## src/rtl/reaction_pkg.sv

```systemverilog
// Shared types and constants for the reaction timer: FSM states, LFSR seed/taps, result width.
package reaction_pkg;

    typedef enum logic [1:0] {
        S_IDLE = 2'd0,
        S_WAIT = 2'd1,
        S_STIM = 2'd2,
        S_DONE = 2'd3
    } state_t;

    localparam logic [15:0] LFSR_SEED = 16'hACE1;
    // Right-shifting Fibonacci form of x^16+x^14+x^13+x^11+1 feeds back bits 0,2,3,5.
    localparam logic [15:0] LFSR_TAPS = 16'h002D;

    localparam int TIME_W            = 14;
    localparam int DEFAULT_MAX_COUNT = 9999;

    function automatic logic [15:0] lfsr_step(input logic [15:0] v);
        return {^(v & LFSR_TAPS), v[15:1]};
    endfunction

endpackage

```

## src/rtl/ms_tick_gen.sv

```systemverilog
// Clearable timebase: one-cycle tick every DIV cycles; clear restarts the period so
// the first tick lands DIV-1 cycles after the cycle following the clear.
module ms_tick_gen #(
    parameter int DIV = 100_000
) (
    input  logic clk,
    input  logic reset,
    input  logic clear,
    output logic tick
);
    localparam int CW = $clog2(DIV);
    localparam logic [CW-1:0] LAST = CW'(DIV - 1);

    logic [CW-1:0] cnt;

    always_ff @(posedge clk) begin
        if (reset || clear) begin
            cnt <= '0;
        end else if (cnt == LAST) begin
            cnt <= '0;
        end else begin
            cnt <= cnt + CW'(1);
        end
    end

    assign tick = (cnt == LAST);

endmodule

```

## src/rtl/reaction_ctrl.sv

```systemverilog
// Reaction-timer round sequencer: random wait, stimulus LED, millisecond reaction count
// with early/timeout flags. All outputs registered; result holds until the next start.
module reaction_ctrl
    import reaction_pkg::*;
#(
    parameter int CLK_HZ    = 100_000_000,
    parameter int TICK_HZ   = 1000,
    parameter int MIN_DELAY = 2000,
    parameter int MAX_COUNT = DEFAULT_MAX_COUNT
) (
    input  logic              clk,
    input  logic              reset,
    input  logic              start,
    input  logic              stop,
    output logic              stim_led,
    output logic [TIME_W-1:0] time_ms,
    output logic              busy,
    output logic              valid,
    output logic              early,
    output logic              timeout
);
    localparam int DIV = CLK_HZ / TICK_HZ;
    localparam int DW  = $clog2(MIN_DELAY + 4096 + 1);
    localparam logic [TIME_W-1:0] TIME_LAST = TIME_W'(MAX_COUNT - 1);

    state_t            state;
    state_t            state_nxt;
    logic [15:0]       lfsr;
    logic [DW-1:0]     delay_cnt;
    logic [DW-1:0]     delay_nxt;
    logic              tick;
    logic              clear;
    logic              final_tick;
    logic              stim_nxt;
    logic              busy_nxt;
    logic              valid_nxt;
    logic              early_nxt;
    logic              timeout_nxt;
    logic [TIME_W-1:0] time_nxt;

    ms_tick_gen #(
        .DIV(DIV)
    ) u_tick (
        .clk   (clk),
        .reset (reset),
        .clear (clear),
        .tick  (tick)
    );

    assign final_tick = tick && (delay_cnt <= DW'(1));

    // The timebase restarts whenever a timed state (WAIT or STIM) is entered.
    assign clear = (state_nxt != state) &&
                   ((state_nxt == S_WAIT) || (state_nxt == S_STIM));

    always_ff @(posedge clk) begin
        if (reset) begin
            state <= S_IDLE;
        end else begin
            state <= state_nxt;
        end
    end

    always_comb begin
        state_nxt = state;
        case (state)
            S_IDLE: begin
                if (start) state_nxt = S_WAIT;
            end
            S_WAIT: begin
                if (stop)            state_nxt = S_DONE;
                else if (final_tick) state_nxt = S_STIM;
            end
            S_STIM: begin
                // The tick that would carry the count to MAX_COUNT ends the round.
                if (stop)                                  state_nxt = S_DONE;
                else if (tick && (time_ms == TIME_LAST))   state_nxt = S_DONE;
            end
            S_DONE: begin
                if (start) state_nxt = S_WAIT;
            end
            default: state_nxt = S_IDLE;
        endcase
    end

    always_comb begin
        delay_nxt   = delay_cnt;
        time_nxt    = time_ms;
        valid_nxt   = valid;
        early_nxt   = early;
        timeout_nxt = timeout;
        stim_nxt    = (state_nxt == S_STIM);
        busy_nxt    = (state_nxt == S_WAIT) || (state_nxt == S_STIM);
        case (state)
            S_IDLE, S_DONE: begin
                if (start) begin
                    delay_nxt   = DW'(MIN_DELAY) + DW'(lfsr[11:0]);
                    time_nxt    = '0;
                    valid_nxt   = 1'b0;
                    early_nxt   = 1'b0;
                    timeout_nxt = 1'b0;
                end
            end
            S_WAIT: begin
                if (stop) begin
                    early_nxt = 1'b1;
                end else if (tick) begin
                    delay_nxt = delay_cnt - DW'(1);
                end
            end
            S_STIM: begin
                if (stop) begin
                    valid_nxt = 1'b1;
                end else if (tick) begin
                    time_nxt    = time_ms + TIME_W'(1);
                    timeout_nxt = (time_ms == TIME_LAST);
                end
            end
            default: ;
        endcase
    end

    always_ff @(posedge clk) begin
        if (reset) begin
            lfsr      <= LFSR_SEED;
            delay_cnt <= '0;
            stim_led  <= 1'b0;
            busy      <= 1'b0;
            time_ms   <= '0;
            valid     <= 1'b0;
            early     <= 1'b0;
            timeout   <= 1'b0;
        end else begin
            lfsr      <= lfsr_step(lfsr);
            delay_cnt <= delay_nxt;
            stim_led  <= stim_nxt;
            busy      <= busy_nxt;
            time_ms   <= time_nxt;
            valid     <= valid_nxt;
            early     <= early_nxt;
            timeout   <= timeout_nxt;
        end
    end

endmodule

```

## config.mk

```make
export PLATFORM = sky130hd
export DESIGN_NAME = reaction_ctrl
export DESIGN_NICKNAME = d
export VERILOG_FILES = /design/src/rtl/reaction_pkg.sv /design/src/rtl/ms_tick_gen.sv /design/src/rtl/reaction_ctrl.sv
export SDC_FILE = /design/constraint.sdc
export NUM_CORES = 1
export LEC_CHECK = 0
export ABC_AREA = 1
export BUFFER_PORTS_ARGS = -buffer_cell sky130_fd_sc_hd__buf_2
export CORE_MARGIN = 1
export CORE_UTILIZATION = 42
export CTS_CLUSTER_SIZE = 28
export DETAILED_ROUTE_END_ITERATION = 8
export PLACE_DENSITY = 0.68
export RECOVER_POWER = 50
export SLEW_MARGIN = 0
export SYNTH_ARGS = -nofsm -noshare
export SYNTH_HDL_FRONTEND = slang
export SYNTH_HIERARCHICAL = 1
export SYNTH_SLANG_ARGS = --single-unit
```

## constraint.sdc

```tcl
create_clock -name clk -period 2.7 [get_ports clk]
set_input_delay 0.81 -clock clk [delete_from_list [all_inputs] [get_ports clk]]
set_output_delay 0.81 -clock clk [all_outputs]
set_load 0.01 [all_outputs]
```

# ---- Word-level counts from Yosys, hierarchy flattened
# Cells that the tools add are included.
dict set report op_classes {
  reduce_logical 15
  mux 21
  eq_ne 15
  magnitude_cmp 1
  addsub 4
}
# op n
set op_table {}
lappend op_table {{2-to-1 mux 14 bit} 3}
lappend op_table {{2-to-1 mux 13 bit} 3}
lappend op_table {{one-hot mux 14 bit (2 select lines)} 1}
lappend op_table {{one-hot mux 13 bit (2 select lines)} 1}
lappend op_table {{adder 17 x 1 -> 17 bit (second input constant)} 1}
lappend op_table {{== test 17 bit (second input constant)} 1}
lappend op_table {{parity 16 bit} 1}
lappend op_table {{adder 14 x 1 -> 14 bit (second input constant)} 1}
lappend op_table {{== test 14 bit (second input constant)} 1}
lappend op_table {{adder 11 x 12 -> 13 bit (first input constant)} 1}
lappend op_table {{less-or-equal comparator 13 x 1 -> 1 bit (second input constant)} 1}
lappend op_table {{subtractor 13 x 1 -> 13 bit (second input constant)} 1}
lappend op_table {{!= test 2 bit (second input constant)} 6}
lappend op_table {{2-to-1 mux 2 bit} 5}
lappend op_table {{AND reduction 4 bit} 2}
lappend op_table {{== test 2 bit (second input constant)} 3}
lappend op_table {{one-hot mux 1 bit (2 select lines)} 3}
lappend op_table {{one-hot mux 2 bit (3 select lines)} 1}
lappend op_table {{AND reduction 3 bit} 2}
lappend op_table {{== test 2 x 1 -> 1 bit (second input constant)} 2}
lappend op_table {{2-to-1 mux 1 bit} 4}
lappend op_table {{nonzero test 2 bit} 2}
lappend op_table {{OR reduction 2 bit} 2}
lappend op_table {{logical AND 1 bit} 3}
lappend op_table {{4 further kinds} 5}
dict set report word_totals {
  reg_bits 67
  input_bits 4
  word_cells 66
  out_inout_bits 19
}

# ---- Logic depth before layout (Yosys ltp)
dict set report logic_depth {
  word_depth 10
  depth_mapped 19
  mapped_depth_nobuf 18
}

# ---- Hierarchy
# The synthesis kept the hierarchy.
# mod area_per_inst_um2 seq_area_each_um2 cells_each n_inst
set by_module_without_submodules {}
lappend by_module_without_submodules {reaction_ctrl 2565.0 1001.0 352 1}
lappend by_module_without_submodules {ms_tick_gen 948.4 340.3 140 1}

# ---- Worst setup path before layout
# Ideal clock, no wire load.
dict set report synth_path {
  path_kind {register to register}
  start {register u_tick.cnt[0]}
  end {register u_tick.cnt[5]}
  stages_incl_launch_ff 20
  required_time_ps 2583
  setup_time_ps 117
  path_slack_ps 421
  t_arrival_ps 2162
  n_path_buf 1
  synth_period_minus_slack_ps 2279
  path_cell_list {dfxtp_1 ha_1 nand2_1 nor2_4 nand3_2 inv_1 nand3_1 nor2_1 nand3_1 nand2_1 nand2_1 nand2_1 ha_1 inv_1 nand2_1 inv_1 nor2_1 nand2_4 buf_12 nor2_2}
}
dict set report synth_via {
  elab_chain_cells 10
  elab_cells_between_ends 16
  cone_classes {1 x add/sub; 4 x eq/ne; 5 x mux; 6 x reduce/logical}
}
# item line
set synth_rtl {}
lappend synth_rtl {{start, declared} ms_tick_gen.sv:14} ;# logic [CW-1:0] cnt;
lappend synth_rtl {{start signal, assigned} ms_tick_gen.sv:22} ;# cnt <= cnt + CW'(1);
lappend synth_rtl {{== test 17 bit (*)} ms_tick_gen.sv:26} ;# assign tick = (cnt == LAST);
lappend synth_rtl {{net tick} reaction_ctrl.sv:31} ;# logic tick;
lappend synth_rtl {{logical AND 1 bit, on equally long branches} {reaction_ctrl.sv:77, reaction_ctrl.sv:50}}
lappend synth_rtl {{2-to-1 mux 2 bit, on equally long branches} {reaction_ctrl.sv:77, reaction_ctrl.sv:72}}
lappend synth_rtl {{2-to-1 mux 2 bit, on equally long branches} {reaction_ctrl.sv:76, reaction_ctrl.sv:71}}
lappend synth_rtl {{one-hot mux 2 bit (3 select lines) (*)} reaction_ctrl.sv:66} ;# case (state)
lappend synth_rtl {{== test 2 x 1 -> 1 bit or == test 2 bit (tied branches)} reaction_ctrl.sv:54} ;# ((state_nxt == S_WAIT) || (state_nxt == S_STIM));
lappend synth_rtl {{logical OR 1 bit} reaction_ctrl.sv:54}
lappend synth_rtl {{logical AND 1 bit (*)} reaction_ctrl.sv:53} ;# assign clear = (state_nxt != state) &&
lappend synth_rtl {{net clear} reaction_ctrl.sv:32} ;# logic clear;
lappend synth_rtl {{logical OR 1 bit (*)} ms_tick_gen.sv:17} ;# if (reset || clear) begin
lappend synth_rtl {{OR reduction 2 bit (no line) (*)} --}
# The timed path passes the listed nets; every way through them passes the cells marked *.
# A chain may end at the register's enable or synchronous reset.

# ---- Worst setup path after layout
dict set report layout_path {
  start {register u_tick.cnt[0]}
  end {register u_tick.cnt[1]}
}
# The elaborated chain is that of the path after synthesis.

==> flow_summary_export.csv <==
group,metric,value,unit
sta,hold_ws,0.405,ns
setup_path,max_stage_delay,0.36,ns
final_layout,final_layout_size_suffix_gt1_frac,0.160,
setup_path,crit_type,"reg2reg",
setup_path,cp_max_fo,8,
global_route,grtUsageTotal,0.182,
clock_tree,clk_path_buf_depth,2,
synth,synth_area_per_cell,7.14,sq um
floorplan,die_h,93.5,microns
setup_path,cp-end-kind,"register",
synth,synth-seq-area-share,0.382,
final_layout,n_antenna_cell,0,
synth,yosys.cell_types.count,42,
sta,relSlewSlack,0.460,
worst_hold_path,hp-class,"reg2reg",
synth,ys_seq_elements,67,
setup_path,worstPathRequired,2.99,ns
clock_tree,ctsHtreeMaxLevel,3,
job,max_cap_violations,0,
placement,place.port_buffers,22,
sta,setup_ws,0.268,ns
final_layout,finalNetCount,538,
synth,syn_area,0.00351,sq mm
synth,synth-edff-count,0,
global_route,grt_pass1_wl,12.6,mm
setup_path,cp_cell_sequence,"ha_2 > nand2_1 > nor2_4 > nand3_4 > inv_2 > nand3_1 > nor2_1 > nand3_1 > nand2_1 > nand2_1 > nand2_1 > ha_1 > inv_1 > nand2_1 > inv_1 > nor2_4 > nand2_4 > nor2_2",
floorplan,coreArea,0.00793,sq mm
clock_tree,cts.clk_slew.worst_paths,0.08,ns
power,leakage,1.55,nW
final_layout,instances_no_fill,632,
synth,synth_top_area_frac,0.382,
clock_tree,cts-root-buf,"clkbuf_8",
sta,setup_violations,0,
floorplan,fp-row-count,32,
setup_path,path_buf_inv,3,
power,power_density,986,mW/mm^2
route,wl_per_cell,11.8,microns
outcome,status,"completed",
setup_path,crit_arrival,2.72,ns
placement,gp_congestion,0.845,
route,vias,3161,
final_layout,layout-area-overhead-vs-synth,12.3,%
synth,ys.flop_type,"dfxtp_1",
final_layout,stdcell_area,0.00394,sq mm
setup_path,crit_top_cell,"nand2_1",
final_layout,area.sequential,0.00134,sq mm
floorplan,ioPinCount,23,
sta,drv_slew,0,
synth,synthArstFlopShare,0,
synth,synth.most_common_cell,"nand2_1",
sta,max_freq,411,MHz
route,via_per_inst,5.00,
route,drc,0,
setup_path,startpoint_type,"register",
synth,synth_common_cells,"nand2_1, dfxtp_1, inv_1, nor2_1, nand3_1",
synth,yosysTopAreaCell,"dfxtp_1",
sta,min_period,2.43,ns
route,dr.pass1.iters,4,
sta,finalHoldViolCount,0,
global_route,grt_pass1_vias,2817,
route,antenna_left,0,
placement,place_area,0.00371,sq mm
floorplan,initial_utilization,0.443,
global_route,grt_overflow_total,0,
setup_path,cpMaxStageDelayCell,"dfxtp_2",
power,p_total,3.89,mW
final_layout,post-route-util,0.497,
clock_tree,cts_inserted_buffers,9,
sta,finalClockSkew,0.0101,ns
final_layout,fillers,803,
route,wl,7.46,mm
power,peakVddDrop,0.000380,V
sta,tightest_slew,0.810,ns
clock_tree,clk_latency,0.35,ns
route,drt_iter0_markers,140,
clock_tree,cts_sinks,67,
synth,yosys_warnings,6,
final_layout,multiInputGateArea,0.00189,sq mm
clock_tree,cts_tree,"yes",
global_route,grt_max_degree,21,
placement,dp_slack,0.132,ns
placement,dp_cells,610,
setup_path,cp_top_family,"simple AND/OR/NAND/NOR gates",
synth,syn_nets,505,
floorplan,die_area,0.00873,sq mm
synth,synth_area_leaders,"dfxtp_1, nand2_1, inv_1",
sta,finalCritPeriodShare,0.901,
synth,syn_inst,492,
placement,dp_hpwl,5.23,mm
floorplan,die_x,93.5,microns
global_route,antenna_found_initial,0,
sta,finalSetupTns,0,ns
-- worst min-delay path, cell delays in order, from the launching register on --
cell and delay [ns]:
dfxtp_1 0.30, inv_1 0.04, nor2_1 0.03
-- what timing repair did --
item                                    4_1_cts  5_1_grt
endpoints found under the setup margin        0       17
setup buffers                                 0        4
hold endpoints to repair                      0        0
hold buffers                                  0        0
gates resized for setup                       0       10
-- registers in the layout (all words and copies together) (netlist names) --
| signal | flops |
|---|---|
| u_tick/cnt | 17 |
| lfsr | 16 |
| time_ms | 14 |
| delay_cnt | 13 |
| state | 2 |
| busy | 1 |
| early | 1 |
| stim_led | 1 |
| timeout | 1 |
| valid | 1 |
-- metal layers --
layer	GRT usage	wire [microns]
met1	0.239	3780
met2	0.286	3290
met3	0.0398	296
met4	0.0795	89
met5	0	0
-- logic make-up after synthesis --
kind of cell,share of synthesized area
and+or+nand+nor,0.345
buffers and inverters,0.0915
AOI/OAI and AO/OA,0.117
DFF,0.382
xor gates and xnor gates,0.0324
adders and majority gates,0.0321
-- cell type report --
type | count | area share
sequential | 67 | 0.341
clock buffer | 10 | 0.0324
inverter | 71 | 0.0676
clock inverter | 6 | 0.0165
multi-input combinational | 348 | 0.478
tap | 102 | 0.0324
timing repair buffer | 28 | 0.0324
-- cells in the final DEF, fill, tap and decap left out, types with 3 or more instances in the layout --
master    netlist  routed
a21oi_1        28      28
a31oi_1         5       5
buf_2           1       3
buf_4           2       5
clkbuf_1        4      21
clkbuf_8        0       9
dfxtp_1        67      65
ha_1            9       8
inv_1          60      60
inv_2          10      10
nand2_1       105     105
nand2_4         3       5
nand3_1        30      30
nand4_1         7       7
nor2_1         60      59
nor2_2         18      19
nor2_4          5       5
nor3_1          9       9
nor3_2          4       4
o211ai_1        4       4
o21ai_0        15      15
o21ai_1         3       3
or2_2           5       5
xnor2_1         5       5
xor2_1          8       8
-- final timing paths --
check	from	end	slack (ns)	cells after the start
min reg2reg	lfsr[15]$_SDFF_PP1_	lfsr[14]$_SDFF_PP0_	0.40	2
max	u_tick/cnt[0]$_SDFF_PP0_	u_tick/cnt[1]$_SDFF_PP0_	0.27	18
max reg2reg	u_tick/cnt[0]$_SDFF_PP0_	u_tick/cnt[1]$_SDFF_PP0_	0.27	18
min	lfsr[15]$_SDFF_PP1_	lfsr[14]$_SDFF_PP0_	0.40	2
-- power breakdown --
part	internal [mW]	switching, mW	total [mW]
Clock	0.428	0.406	0.835
Combinational	0.567	1.23	1.80
Sequential	1.15	0.111	1.26
Power figures use the tool's default switching activity.
